===== src/rtl/fetch_pkg.sv =====
// Shared types and constants for the instruction prefetch queue.
package fetch_pkg;

    localparam int WORD_W   = 16;
    localparam int FQ_DEPTH = 4;

    localparam logic [WORD_W-1:0] RESET_PC = 16'h0000;

    // One buffered fetch: the address it came from and the word returned.
    typedef struct packed {
        logic [WORD_W-1:0] pc;
        logic [WORD_W-1:0] ir;
    } fq_entry_t;

endpackage


===== src/rtl/fetch_fifo.sv =====
// Circular buffer of {pc, ir} entries with head/tail pointers and an
// occupancy count. Flush empties the buffer and wins over push/pop.
module fetch_fifo
    import fetch_pkg::*;
#(
    parameter int  DEPTH = FQ_DEPTH,
    localparam int PTR_W = $clog2(DEPTH),
    localparam int CNT_W = PTR_W + 1
) (
    input  logic             clk,
    input  logic             reset,
    input  logic             push,
    input  logic             pop,
    input  logic             flush,
    input  fq_entry_t        wdata,
    output logic             full,
    output logic             empty,
    output logic [CNT_W-1:0] count,
    output fq_entry_t        head_entry
);

    fq_entry_t        slots [DEPTH];
    logic [PTR_W-1:0] head;
    logic [PTR_W-1:0] tail;

    // Pointer, count and storage update; DEPTH is a power of two so the
    // pointers wrap by plain overflow.
    always_ff @(posedge clk or negedge reset) begin
        if (!reset) begin
            head  <= '0;
            tail  <= '0;
            count <= '0;
            // NOTE: storage is reset because the head entry drives the
            // outputs directly and must read zero straight out of reset.
            for (int i = 0; i < DEPTH; i++) begin
                slots[i] <= '0;
            end
        end else if (flush) begin
            head  <= '0;
            tail  <= '0;
            count <= '0;
        end else begin
            if (push) begin
                slots[tail] <= wdata;
                tail        <= tail + 1'b1;
            end
            if (pop) begin
                head <= head + 1'b1;
            end
            if (push && !pop) begin
                count <= count + 1'b1;
            end else if (pop && !push) begin
                count <= count - 1'b1;
            end
        end
    end

    assign full       = (count == CNT_W'(DEPTH));
    assign empty      = (count == '0);
    assign head_entry = slots[head];

endmodule


===== src/rtl/fetch_queue.sv =====
// Instruction prefetch stage: issues sequential fetches over a req/ack
// memory port, buffers {pc, ir} pairs and presents them to decode. A taken
// jz (redirect) flushes the queue and discards any in-flight fetch.
module fetch_queue
    import fetch_pkg::*;
#(
    parameter int DEPTH = FQ_DEPTH,
    parameter int WIDTH = WORD_W
) (
    input  logic             clk,
    input  logic             reset,
    input  logic             halt,
    input  logic             redirect,
    input  logic [WIDTH-1:0] redirect_pc,
    output logic             mem_req,
    output logic [WIDTH-1:0] mem_addr,
    input  logic             mem_ack,
    input  logic [WIDTH-1:0] mem_data,
    output logic             out_valid,
    output logic [WIDTH-1:0] out_ir,
    output logic [WIDTH-1:0] out_pc,
    input  logic             out_ready
);

    localparam int CNT_W = $clog2(DEPTH) + 1;

    logic [WIDTH-1:0] fetch_pc;
    logic [WIDTH-1:0] fetch_pc_next;
    logic             discard;
    logic             transfer;
    logic             hold;
    logic             push;
    logic             pop;
    logic             full;
    logic             empty;
    logic [CNT_W-1:0] fifo_count;
    logic [CNT_W-1:0] cnt_next;
    logic             req_next;
    fq_entry_t        wdata;
    fq_entry_t        head_entry;

    assign transfer = mem_req && mem_ack;
    // A request still waiting for its ack keeps mem_req/mem_addr frozen.
    assign hold     = mem_req && !mem_ack;
    // Redirect beats both push and pop; acked data during a discard is dropped.
    assign push     = transfer && !discard && !redirect && !full;
    assign pop      = out_valid && out_ready && !redirect;
    assign wdata    = '{pc: mem_addr, ir: mem_data};

    assign fetch_pc_next = redirect ? redirect_pc
                         : push     ? fetch_pc + 1'b1
                         :            fetch_pc;

    // Post-edge occupancy, used to reserve room before starting a request.
    always_comb begin
        // NOTE: default first so every path assigns and no latch is inferred.
        cnt_next = fifo_count;
        if (redirect) begin
            cnt_next = '0;
        end else if (push && !pop) begin
            cnt_next = fifo_count + 1'b1;
        end else if (pop && !push) begin
            cnt_next = fifo_count - 1'b1;
        end
    end

    assign req_next = !halt && (cnt_next < CNT_W'(DEPTH));

    // Fetch PC, discard flag and the registered memory request.
    always_ff @(posedge clk or negedge reset) begin
        if (!reset) begin
            fetch_pc <= RESET_PC;
            discard  <= 1'b0;
            mem_req  <= 1'b0;
            mem_addr <= RESET_PC;
        end else begin
            // NOTE: sequential state uses non-blocking assignments so every
            // register samples pre-edge values regardless of statement order.
            fetch_pc <= fetch_pc_next;
            if (redirect && hold) begin
                discard <= 1'b1;
            end else if (transfer) begin
                discard <= 1'b0;
            end
            if (!hold) begin
                mem_req  <= req_next;
                mem_addr <= fetch_pc_next;
            end
        end
    end

    fetch_fifo #(.DEPTH(DEPTH)) u_fifo (
        .clk        (clk),
        .reset      (reset),
        .push       (push),
        .pop        (pop),
        .flush      (redirect),
        .wdata      (wdata),
        .full       (full),
        .empty      (empty),
        .count      (fifo_count),
        .head_entry (head_entry)
    );

    assign out_valid = !empty;
    assign out_ir    = head_entry.ir;
    assign out_pc    = head_entry.pc;

endmodule


===== config.mk =====
export PLATFORM = sky130hd
export DESIGN_NAME = fetch_queue
export DESIGN_NICKNAME = d
export VERILOG_FILES = /design/src/rtl/fetch_pkg.sv /design/src/rtl/fetch_fifo.sv /design/src/rtl/fetch_queue.sv
export SDC_FILE = /design/constraint.sdc
export NUM_CORES = 1
export LEC_CHECK = 0
export ABC_AREA = 1
export BUFFER_PORTS_ARGS = -buffer_cell sky130_fd_sc_hd__buf_2
export CAP_MARGIN = 20
export CORE_UTILIZATION = 50
export DETAILED_ROUTE_END_ITERATION = 8
export PLACE_DENSITY_LB_ADDON = 0.3
export SLEW_MARGIN = 20
export SYNTH_ARGS = -nofsm -noshare
export SYNTH_HDL_FRONTEND = slang
export SYNTH_SLANG_ARGS = --single-unit

===== constraint.sdc =====
create_clock -name clk -period 2 [get_ports clk]
set_clock_uncertainty 0.2 [all_clocks]
set_input_delay 0.3 -clock clk [delete_from_list [all_inputs] [get_ports clk]]
set_output_delay 0.3 -clock clk [all_outputs]
set_load 0.02 [all_outputs]

==> metrics <==
pwr dens 1357 nW/µm²; period utilization 109.4%; CTS sink cnt 169; Final ANT Viol Nets 0; die area 16050 µm²; Total Power 13.67 mW; Area growth syn-to-layout 29.59%; maximum vdd drop 0.6906 mV; critical path fanouts, max 13; CTS Buf Count 17; Final #Nets 1088; Core Area 15200 µm²; final WL 19330 µm; failing checks setup timing; Post-DP HPWL 11630 µm; Die W 126.7 µm; status finished, violations left; root buf cell clkbuf_16; Critical Path AT 1.69 ns; Clk Latency, worst-skew pair 0.43 ns; Critical Path Start u_fifo.head[0]; # rows 45; CP Capture Type primary output; Ports 88; Pleak 4.934 nW; RSZ-0062 raised after global routing yes; initial antenna violation count 0; number of DRC markers in iteration 0 476; Setup Viol. Count Final 32; Worst-Margin Slew 0.4948 ns; max-slew headroom at the worst pin 67.01%; Final Hold Vio Count 0; maximum clock rate 457.2 MHz; CTS tree yes; Hold Crit Class in2reg; final-report max-slew violation count 0; die height 126.7 µm; Crit Path Class reg2out; DR DRC count 0; required time of the worst setup path 1.50 ns; share of layout cells above drive strength 1 23.22%; Synth Warn # 0; synthesized area per cell 8.493 µm²; Initial Util 51.12%; startpoint types flop; gr ovfl total 0; wire per inst 15.55 µm; Max Cap Viol 0; gpl congestion 0.8954; Mapped Cells 915; vias in the first global route 6404; first-pass GRT wire length 31190 µm; mapped cell area 7771 µm²; HP Start mem_data[1]; Final min period 2.187 ns; RR Startpoint u_fifo.count[1]; Synth Net Count 961; commonest non-fill, non-tap cell in the layout nand2_1; distinct cell type count after synthesis 36; all-layer global routing usage 24.81%; clock tree buffer depth 2; vias per cell 5.385; pin count of the biggest net entering global routing 65; Synth area leaders dfrtp_1 (54%), o21ai_0 (12%), nand2_1 (11%), nor2_1 (4.2%), inv_1 (3.0%); setup TNS -3.605 ns; drt first pass iters 5; most frequent cells in the layout nand2_1 (220), dfrtp_1 (168), o21ai_0 (146); port buffer count 87; #FFs+latches synth 169; H-tree Lvls 4; ANT cells 0; top cell type's share of synthesized area 54.42%; Vias 6693; Final WS setup -0.1875 ns; Seq/Total Area, Yosys 54.42%; CTS clk-pin slew, worst paths 0.06 ns; Yosys top cell by area dfrtp_1
[layer usage]
metal / global-route usage, % / up-vias / routed length, µm
li1: - / 3272 / -
met1: 32.61 / 3245 / 8802
met2: 42.35 / 162 / 9550
met3: 5.188 / 14 / 826
met4: 5.882 / 0 / 150
met5: 0 / - / 0
[per-stage QoR]
stage | setup WS, ns | hold WS (ns) | std cells | area (µm²) | utilization (%)
after floorplan | 0.009972 | -0.1956 | 915 | 7771 | -
after global placement | 0.04433 | 0.08566 | 1165 | 8536 | 56.15
after detailed placement | -0.003936 | 0.08634 | 1165 | 8536 | 56.15
after CTS | -0.1983 | 0.0001045 | 1238 | 9782 | 64.35
after global routing | -0.2238 | 0.006761 | 1243 | 10070 | 66.25
final | -0.1875 | 0.005996 | 1243 | 10070 | 66.25
[registers in the layout (all words and copies together) (netlist names)]
signal / flops
mem_req: 1
mem_addr: 16
u_fifo.tail: 2
u_fifo.slots: 128
u_fifo.head: 2
discard: 1
fetch_pc: 16
u_fifo.count: 3
[timing repair]
item / in CTS / in global routing
pin swaps: 10 / 9
setup endpoints to repair: 82 / 145
gates resized for setup: 71 / 94
hold buffers: 30 / 0
hold endpoints to repair: 95 / 0
gates cloned: 2 / 2
buffers inserted: 9 / 4
[cell families after synthesis]
| group | Yosys count | synth area share [%] |
|---|---|---|
| buffers and inverters | 115 | 6.472 |
| flip-flops | 169 | 54.42 |
| adder cells (fa/ha/maj) | 8 | 1.288 |
| XOR/XNOR | 4 | 0.4508 |
| AO/OA/AOI/OAI | 257 | 17.58 |
| AND/OR/NAND/NOR | 362 | 19.79 |
[cell type report]
class	instances	area (µm²)
Fill cell	1225	5131
Sequential cell	169	4230
Multi-Input combinational cell	632	3294
Timing Repair Buffer	159	1478
Clock buffer	17	425.4
Inverter	63	241.5
Tap cell	188	235.2
Clock inverter	15	166.4
[path summary, 6_finish.rpt]
| check | endpoint | slack (ns) | depth (start not counted) |
|---|---|---|---|
| max | out_pc[11] | -0.19 | 5 |
| min | u_fifo.slots[65] | 0.006 | 3 |
| max reg2reg | u_fifo.slots[2] | 0.09 | 9 |
| min reg2reg | u_fifo.slots[51] | 0.28 | 2 |
| max in group asynchronous | u_fifo.slots[39] | 0.80 | 3 |
| min in group asynchronous | u_fifo.slots[12] | 0.19 | 2 |
[worst max-delay path, stage by stage (launching register included)]
cell     delay (ns)
dfrtp_2        0.44
buf_4          0.15
buf_12         0.14
o21ai_0        0.10
o22ai_1        0.23
buf_4          0.19
[power by group]
part           switching (mW)  leakage (nW)  total [mW]  internal [mW]
clock                    1.44         0.281        3.30           1.86
sequential              0.634          2.19        5.04           4.40
combinational            2.99          2.46        5.33           2.34
[Yosys cell counts, drive strengths merged]
| master | n |
|---|---|
| clkbuf | 33 |
| nand2 | 229 |
| a22oi | 1 |
| and2 | 2 |
| or2 | 5 |
| nor3 | 2 |
| inv | 62 |
| a21oi | 4 |
| nand4 | 5 |
| nand3 | 29 |
| clkinv | 1 |
| o211ai | 2 |
| o21bai | 2 |
| nor2 | 90 |
| buf | 19 |
| o221ai | 1 |
| dfrtp | 169 |
| xor2 | 4 |
| a21boi | 3 |
| o22ai | 32 |
| o21a | 2 |
| o21ai | 210 |
| ha | 8 |
Note: power is estimated with default switching activity, not from simulation.
